--- config.mk ---
export PLATFORM = sky130hd
export DESIGN_NAME = uart_cmd_parser
export DESIGN_NICKNAME = d
export VERILOG_FILES = /design/src/rtl/uart_cmd_parser.sv
export SDC_FILE = /design/constraint.sdc
export NUM_CORES = 1
export LEC_CHECK = 0
export CAP_MARGIN = 0
export CORE_MARGIN = 2
export CORE_UTILIZATION = 45
export CTS_BUF_LIST = sky130_fd_sc_hd__clkbuf_4
export CTS_CLUSTER_DIAMETER = 100
export DETAILED_ROUTE_END_ITERATION = 10
export DONT_BUFFER_PORTS = 1
export PLACE_DENSITY_LB_ADDON = 0.12
export SKIP_CTS_REPAIR_TIMING = 1
export SLEW_MARGIN = 10
export SYNTH_ARGS = -nofsm -noshare
export SYNTH_HDL_FRONTEND = slang
export SYNTH_SLANG_ARGS = --single-unit
--- constraint.sdc ---
create_clock -name clk -period 2 [get_ports clk]
set_input_delay 0.4 -clock clk [delete_from_list [all_inputs] [get_ports clk]]
set_output_delay 0.4 -clock clk [all_outputs]
set_load 0.03 [all_outputs]
--- src/rtl/uart_cmd_parser.sv ---
// uart_cmd_parser: ASCII command-line responder.
// Takes a byte stream such as "jal 10000000\r", optionally echoes each accepted
// byte, and turns each finished line into a command code plus a 32-bit hex argument.
module uart_cmd_parser #(
  parameter int MAX_TOKEN = 8,
  parameter int ECHO      = 1
) (
  input  logic        clk,
  input  logic        rst_n,
  input  logic [7:0]  rx_data,
  input  logic        rx_valid,
  output logic        rx_ready,
  output logic [7:0]  tx_data,
  output logic        tx_valid,
  input  logic        tx_ready,
  output logic [1:0]  cmd_code,
  output logic [31:0] cmd_arg,
  output logic        cmd_valid,
  input  logic        cmd_ready,
  output logic        err
);

  localparam logic [2:0] S_CMD     = 3'd0;
  localparam logic [2:0] S_ARG     = 3'd1;
  localparam logic [2:0] S_DISCARD = 3'd2;
  localparam logic [2:0] S_ECHO    = 3'd3;
  localparam logic [2:0] S_EMIT    = 3'd4;

  localparam int            LW      = $clog2(MAX_TOKEN + 1);
  localparam int            TW      = 8 * MAX_TOKEN;
  localparam logic [LW-1:0] MAX_LEN = LW'(MAX_TOKEN);
  localparam bit            ECHO_ON = (ECHO != 0);

  // Hex digit decode: {is_hex, value}.
  function automatic logic [4:0] hex_nibble(input logic [7:0] c);
    if (c >= 8'h30 && c <= 8'h39) begin
      return {1'b1, 4'(c - 8'h30)};
    end else if (c >= 8'h61 && c <= 8'h66) begin
      return {1'b1, 4'(c - 8'h57)};
    end else if (c >= 8'h41 && c <= 8'h46) begin
      return {1'b1, 4'(c - 8'h37)};
    end else begin
      return 5'h00;
    end
  endfunction

  logic [2:0]    state_r, state_s, ret_r, ret_s, nxt_s;
  logic          term_r, term_s;
  logic [TW-1:0] token_r, token_s;
  logic [LW-1:0] len_r, len_s;
  logic [31:0]   arg_r, arg_s;
  logic [3:0]    dig_r, dig_s;
  logic          bad_r, bad_s;
  logic          rx_ready_r, tx_valid_r, cmd_valid_r, err_r, err_s;
  logic [7:0]    tx_data_r, tx_data_s;
  logic [1:0]    cmd_code_r, cmd_code_s, code_match_s;
  logic [31:0]   cmd_arg_r, cmd_arg_s;
  logic          accept_s, line_end_s, fire_s;
  logic [4:0]    nib_s;

  assign accept_s  = rx_valid & rx_ready_r;
  assign rx_ready  = rx_ready_r;
  assign tx_data   = tx_data_r;
  assign tx_valid  = tx_valid_r;
  assign cmd_code  = cmd_code_r;
  assign cmd_arg   = cmd_arg_r;
  assign cmd_valid = cmd_valid_r;
  assign err       = err_r;

  // Keyword lookup: exact, case-sensitive, length must match the keyword.
  always_comb begin
    if (len_r == LW'(3) && token_r[23:0] == 24'h6a616c) begin
      code_match_s = 2'd1;
    end else if (len_r == LW'(2) && token_r[15:0] == 16'h6c77) begin
      code_match_s = 2'd2;
    end else if (len_r == LW'(3) && token_r[23:0] == 24'h6c6275) begin
      code_match_s = 2'd3;
    end else begin
      code_match_s = 2'd0;
    end
  end

  // Next-state and datapath: byte classification, echo routing, line termination.
  always_comb begin
    state_s    = state_r;
    ret_s      = ret_r;
    term_s     = term_r;
    token_s    = token_r;
    len_s      = len_r;
    arg_s      = arg_r;
    dig_s      = dig_r;
    bad_s      = bad_r;
    tx_data_s  = tx_data_r;
    cmd_code_s = cmd_code_r;
    cmd_arg_s  = cmd_arg_r;
    err_s      = 1'b0;
    nxt_s      = state_r;
    line_end_s = 1'b0;
    fire_s     = 1'b0;
    nib_s      = hex_nibble(rx_data);

    case (state_r)
      S_CMD: begin
        if (!accept_s) begin
          nxt_s = state_r;
        end else if (rx_data >= 8'h61 && rx_data <= 8'h7a) begin
          if (len_r == MAX_LEN) begin
            bad_s = 1'b1;
            nxt_s = S_DISCARD;
          end else begin
            token_s = {token_r[TW-9:0], rx_data};
            len_s   = len_r + LW'(1);
          end
        end else if (rx_data == 8'h20) begin
          nxt_s = (len_r != '0) ? S_ARG : S_CMD;
        end else if (rx_data == 8'h0a) begin
          nxt_s = S_CMD;
        end else if (rx_data == 8'h0d) begin
          line_end_s = 1'b1;
        end else begin
          bad_s = 1'b1;
          nxt_s = S_DISCARD;
        end
      end
      S_ARG: begin
        if (!accept_s) begin
          nxt_s = state_r;
        end else if (nib_s[4]) begin
          if (dig_r == 4'd8) begin
            bad_s = 1'b1;
            nxt_s = S_DISCARD;
          end else begin
            arg_s = {arg_r[27:0], nib_s[3:0]};
            dig_s = dig_r + 4'd1;
          end
        end else if (rx_data == 8'h20 && dig_r == 4'd0) begin
          nxt_s = S_ARG;
        end else if (rx_data == 8'h0d) begin
          line_end_s = 1'b1;
        end else begin
          bad_s = 1'b1;
          nxt_s = S_DISCARD;
        end
      end
      S_DISCARD: begin
        if (accept_s && rx_data == 8'h0d) begin
          line_end_s = 1'b1;
        end else begin
          nxt_s = S_DISCARD;
        end
      end
      S_ECHO: begin
        if (tx_ready) begin
          if (term_r) begin
            fire_s = 1'b1;
          end else begin
            state_s = ret_r;
          end
        end else begin
          state_s = S_ECHO;
        end
      end
      S_EMIT: begin
        if (cmd_ready) begin
          state_s = S_CMD;
        end else begin
          state_s = S_EMIT;
        end
      end
      default: begin
        state_s = S_CMD;
      end
    endcase

    // An accepted byte either detours through the echo state or takes effect at once.
    if (accept_s) begin
      if (ECHO_ON) begin
        state_s   = S_ECHO;
        ret_s     = nxt_s;
        term_s    = line_end_s;
        tx_data_s = rx_data;
      end else if (line_end_s) begin
        fire_s = 1'b1;
      end else begin
        state_s = nxt_s;
      end
    end else begin
      ret_s = ret_r;
    end

    // Line termination: always clears the line context, then emits, flags, or ignores.
    if (fire_s) begin
      token_s = '0;
      len_s   = '0;
      arg_s   = 32'h0000_0000;
      dig_s   = 4'd0;
      bad_s   = 1'b0;
      term_s  = 1'b0;
      if (len_r == '0 && !bad_r) begin
        state_s = S_CMD;
      end else if (code_match_s != 2'd0 && dig_r != 4'd0 && !bad_r) begin
        state_s    = S_EMIT;
        cmd_code_s = code_match_s;
        cmd_arg_s  = arg_r;
      end else begin
        err_s   = 1'b1;
        state_s = S_CMD;
      end
    end else begin
      err_s = 1'b0;
    end
  end

  // State and output registers; handshake outputs follow the next state.
  always_ff @(posedge clk or negedge rst_n) begin
    if (!rst_n) begin
      state_r     <= S_CMD;
      ret_r       <= S_CMD;
      term_r      <= 1'b0;
      token_r     <= '0;
      len_r       <= '0;
      arg_r       <= 32'h0000_0000;
      dig_r       <= 4'd0;
      bad_r       <= 1'b0;
      rx_ready_r  <= 1'b0;
      tx_valid_r  <= 1'b0;
      tx_data_r   <= 8'h00;
      cmd_valid_r <= 1'b0;
      cmd_code_r  <= 2'd0;
      cmd_arg_r   <= 32'h0000_0000;
      err_r       <= 1'b0;
    end else begin
      state_r     <= state_s;
      ret_r       <= ret_s;
      term_r      <= term_s;
      token_r     <= token_s;
      len_r       <= len_s;
      arg_r       <= arg_s;
      dig_r       <= dig_s;
      bad_r       <= bad_s;
      rx_ready_r  <= (state_s == S_CMD) || (state_s == S_ARG) || (state_s == S_DISCARD);
      tx_valid_r  <= (state_s == S_ECHO);
      tx_data_r   <= tx_data_s;
      cmd_valid_r <= (state_s == S_EMIT);
      cmd_code_r  <= cmd_code_s;
      cmd_arg_r   <= cmd_arg_s;
      err_r       <= err_s;
    end
  end

endmodule

### Yosys cells after proc, flatten, opt, wreduce, memory -nomap -nowiden

Cells that the tools add are included.
W data, S select, Z words.

| storage, ports and cells | value |
|---|---|
| register bits | 118 |
| bits of input ports | 13 |
| output and inout port bits | 46 |
| logic and storage cells | 162 |

| cells by class | value |
|---|---|
| add/sub/neg operators | 5 |
| order comparisons | 7 |
| eq/ne operators | 27 |
| multiplexer cells | 73 |
| bitwise gates (word level) | 2 |
| reductions and logical operators | 33 |

Operators with widths:

| operator | number |
|---|---|
| $mux W32 | 5 |
| $mux W24 | 5 |
| $eq A24 B23 Y1 const B | 2 |
| $mux W3 | 16 |
| $mux W4 | 10 |
| $mux W1 | 27 |
| $le A8 B7 Y1 const B | 3 |
| $ne A4 B4 Y1 const B | 5 |
| $pmux W3 S3 | 2 |
| $eq A16 B15 Y1 const B | 1 |
| $eq A8 B4 Y1 const B | 2 |
| $ge A8 B7 Y1 const B | 2 |
| $mux W5 | 3 |
| $eq A3 B2 Y1 const B | 4 |
| $logic_and A1 B1 Y1 | 12 |
| $reduce_bool A2 Y1 | 6 |
| $add A4 B1 Y4 const B | 2 |
| $eq A4 B2 Y1 const B | 2 |
| $eq A4 B4 Y1 const B | 2 |
| $eq A8 B6 Y1 const B | 1 |
| $ge A8 B6 Y1 const B | 1 |
| $le A8 B6 Y1 const B | 1 |
| $logic_not A4 Y1 | 2 |
| $reduce_and A4 Y1 | 2 |
| 19 further kinds | 29 |

### Longest topological paths before layout

| logic depth | value |
|---|---|
| depth in word-level cells | 14 |
| depth in mapped cells | 9 |
| gate-level depth less buffers | 7 |

### Least setup slack after synthesis

No wires, ideal clock.

| path | value |
|---|---|
| path type | register to register |
| start | register token_r[8] |
| end | register cmd_arg_r[10], in the netlist cmd_arg[10] |
| library setup time | 0.125 ns |
| arrival time | 2.050 ns |
| data required time | 1.875 ns |
| setup slack | -0.175 ns |
| cell stages (with the launch flop) | 8 |
| path buffers | 2 |
| period minus slack after synthesis | 2.175 ns |
| cell sequence | dfrtp_1 -> and4bb_1 -> a22oi_1 -> or4_4 -> a21o_1 -> buf_6 -> buf_6 -> mux2_4 |

| between the ends | value |
|---|---|
| cells in the longest elaborated chain, start to end | 9 |
| elaborated cells on any way between the ends | 13 |
| classes of those cells | eq/ne: 3; mux: 3; reduce/logical: 7 |

Ends and longest elaborated chain:

| item | RTL line | RTL |
|---|---|---|
| from (decl) | 49 | `logic [TW-1:0] token_r, token_s;` |
| from (signal assigned) | 236 | `token_r <= token_s;` |
| $eq A24 B23 Y1 | 76 | `end else if (len_r == LW'(3) && token_r[23:0] == 24'h6c6275) begin` |
| $logic_and A1 B1 Y1 | 76 |  |
| $mux W2 | 76 |  |
| $mux W2 | 74 | `end else if (len_r == LW'(2) && token_r[15:0] == 16'h6c77) begin` |
| $mux W2 * | 72 | `if (len_r == LW'(3) && token_r[23:0] == 24'h6a616c) begin` |
| $reduce_bool A2 Y1 * | 201 | `end else if (code_match_s != 2'd0 && dig_r != 4'd0 && !bad_r) begin` |
| $logic_and A1 B1 Y1 * (2 in a row) | 201 |  |
| $reduce_and A3 Y1 (no source line) * | n/a |  |
| to (signal assigned) | 246 | `cmd_arg_r <= cmd_arg_s;` |
| to (decl) | 57 | `logic [31:0] cmd_arg_r, cmd_arg_s;` |

Mark *: on every way between the ends. The rest lies on a longest branch, timed or not.
A chain may end at the register's enable or synchronous reset.

### Worst setup path after layout

| path | value |
|---|---|
| start | register token_r[1] |
| end | register cmd_arg_r[5], in the netlist cmd_arg[5] |

Same word-level chain as after synthesis.

==> flow_summary.ini <==
[placement]
io_buffers = 0
dp_hpwl_mm = 7.836
dpl-instance-area_um2 = 5988
dp.cells = 691
gp_congestion = 0.8039

[synthesis]
yosysTopAreaCellShare_pct = 54.57
synth_edf_count = 0
syn_nets = 533
synthCells = 511
ys_warn_count = 0
ys.flop_type = dfrtp_1
synth_commonest_cells = 121 x nand2_1, 118 x dfrtp_1, 61 x o21ai_0, 27 x mux2_4, 19 x nor2_1
synth_most_common_cell = nand2_1
synth_area_um2 = 5411
synthArstFlopShare_pct = 100.0
ys_types = 56
yosys.area.top_type = dfrtp_1
syn-mean-instance-area_um2 = 10.59
ys_ff_latch = 118
synth_area_leaders = dfrtp_1 55%, nand2_1 8.4%, mux2_4 7.5%
synth-seq-area-share_pct = 54.57

[setup_path]
crit_fanout = 6
cp-end-kind = flip-flop
slowest_stage = or4_4
worstSetupStartpointType = flip-flop
cp.required_ns = 2.42
worstSetupPathType = reg -> reg
worst_path_largest_cell_delay_ns = 0.50
crit_start = token_r[1]$_DFFE_PN0P_
r2r-start = token_r[1]$_DFFE_PN0P_
cp_data_arrival_time_ns = 2.65
crit_path_cell_trace = nor4_4, nand2_1, or4_4, a21o_4, clkbuf_16, mux2_4

[layout]
instances_no_fill = 740
area_delta_synth_final_pct = 20.51
nets = 603
layout-drive-gt1-share_pct = 25.97
finish.instance_area_um2 = 6521
num_antenna_cells = 0

[timing]
finalHoldViolations = 118
slew_violations = 0
worstMarginPinSlew_ns = 0.4129
period_share_pct = 111.4
fin_ws_ns = -0.2272
rsz0062_at_grt = true
finClkSkew_ns = 0.01077
max_freq_mhz = 449.0
post-route-min-period_ns = 2.227
slew_headroom_pct = 72.35
holdWs_ns = -0.4524
fin_setup_tns_ns = -6.871
setup_viol = 34

[global_routing]
grt-ovfl-total = 0
track_usage_pct = 19.10
grt_max_degree = 119
grt_pass1_wl_mm = 19.16
antenna_found_initial = 0
grt_pass1_vias = 3878

[drt]
dr.pass1.iters = 4
wl_per_cell_um = 16.34
drt_iter0_drc = 145
drc = 0
via_per_inst = 5.322
finalWirelength_mm = 12.09
vias = 3938
drtAntennaViolNets = 0

[clock_tree]
cts_root_buf = clkbuf_4
cts_made_buffers = 17
cts_tree = yes
path_clk_slew_ns = 0.10
htreeDepth = 4
cts_buffer_depth = 2
clk_latency_ns = 0.54
cts_sinks = 118

[floorplan]
die_h_um = 113.7
rows = 40
pin_count = 59
die_area_um2 = 12920
start_util_pct = 45.62
core_area_um2 = 11860
chipWidth_um = 113.7

[run]
drv_cap = 0

[status]
violations = negative hold slack, negative setup slack
status = finished, violations left

[power]
peakVddDrop_mv = 0.5066
pwr_density_cell_nw_per_um2 = 854.3
leakagePower_nw = 3.120
finalPower_mw = 5.571

[worst_hold_path]
hold_path_class = in -> async
==> through the flow <==
step                      util (%)  setup slack [ns]  hold WS (ns)
after CTS                    52.59           -0.2190       -0.5026
final                        54.98           -0.2272       -0.4524
after global placement       50.49           -0.1356        0.1096
after global routing         54.98           -0.2938       -0.5175
after floorplan                  -           -0.1241        0.1044
after detailed placement     50.49           -0.2048        0.1100
==> placed cells by master, fill, tap and decap left out, drive strengths merged, types with 8 or more instances in the layout <==
cell type,count
clkbuf,21
ha,9
nor2,19
nand2,121
inv,10
mux2,39
clkinv,11
a21oi,10
dlygate4sd3,8
buf,68
o21ai,62
dfrtp,118
==> power breakdown <==
| part | leakage (nW) | switching [mW] | internal, mW |
|---|---|---|---|
| combinational | 1.36 | 0.542 | 0.469 |
| sequential | 1.61 | 0.365 | 2.60 |
| clock | 0.147 | 0.876 | 0.721 |
| total | 3.12 | 1.78 | 3.79 |
==> sequential cells by signal, indices dropped and copies added (netlist names), 2 cells and up <==
register and flops:
arg_r 32, cmd_arg 32, cmd_code 2, dig_r 4, len_r 4, ret_r 3
state_r 3, token_r 24, tx_data 8
==> final timing paths <==
check | endpoint | slack, ns | depth (start not counted)
min in group clk | arg_r[0]$_DFFE_PN0P_ | 0.08 | 3
max | cmd_arg[5]$_DFFE_PN0P_ | -0.23 | 6
max in group asynchronous | dig_r[3]$_DFFE_PN0P_ | 2.32 | 0
min | arg_r[27]$_DFFE_PN0P_ | -0.45 | 0
max reg2reg | cmd_arg[5]$_DFFE_PN0P_ | -0.23 | 6
min reg2reg | arg_r[13]$_DFFE_PN0P_ | 0.52 | 2
==> routing by layer <==
layer	share of wire (%)	routed length (um)	GRT usage, %	vias to the layer above
met3	4.4	530	6.695	14
met5	0	0	0	-
met2	48	5768	28.90	85
met1	47	5625	25.47	1934
met4	1.4	164	7.236	0
li1	-	-	-	1905
==> worst max-delay path, delay by kind of cell, from the launching register on <==
kind,cells,cell delay (ns)
compound gates,1,0.29
buf+inv,1,0.18
flops,1,0.45
mux,1,0.29
simple gates,3,0.89
==> area by class of cell <==
| type | count | area [um2] |
|---|---|---|
| repair buffers | 79 | 718.2 |
| fillers | 1074 | 5340 |
| flip-flops and latches | 118 | 2954 |
| multi-input cells | 355 | 2377 |
| inverters | 10 | 37.54 |
| clock buffers | 18 | 135.1 |
| clock inverters | 13 | 115.1 |
| well taps | 147 | 183.9 |
==> logic make-up after synthesis <==
logic type / share of synthesized area [%]
flip-flops: 54.57
XOR/XNOR: 0.6475
AND/OR/NAND/NOR: 17.76
buffers and inverters: 3.353
adder cells (fa/ha/maj): 2.081
multiplexers: 11.10
AO/OA/AOI/OAI: 10.50
(Power assumes the default switching activity.)
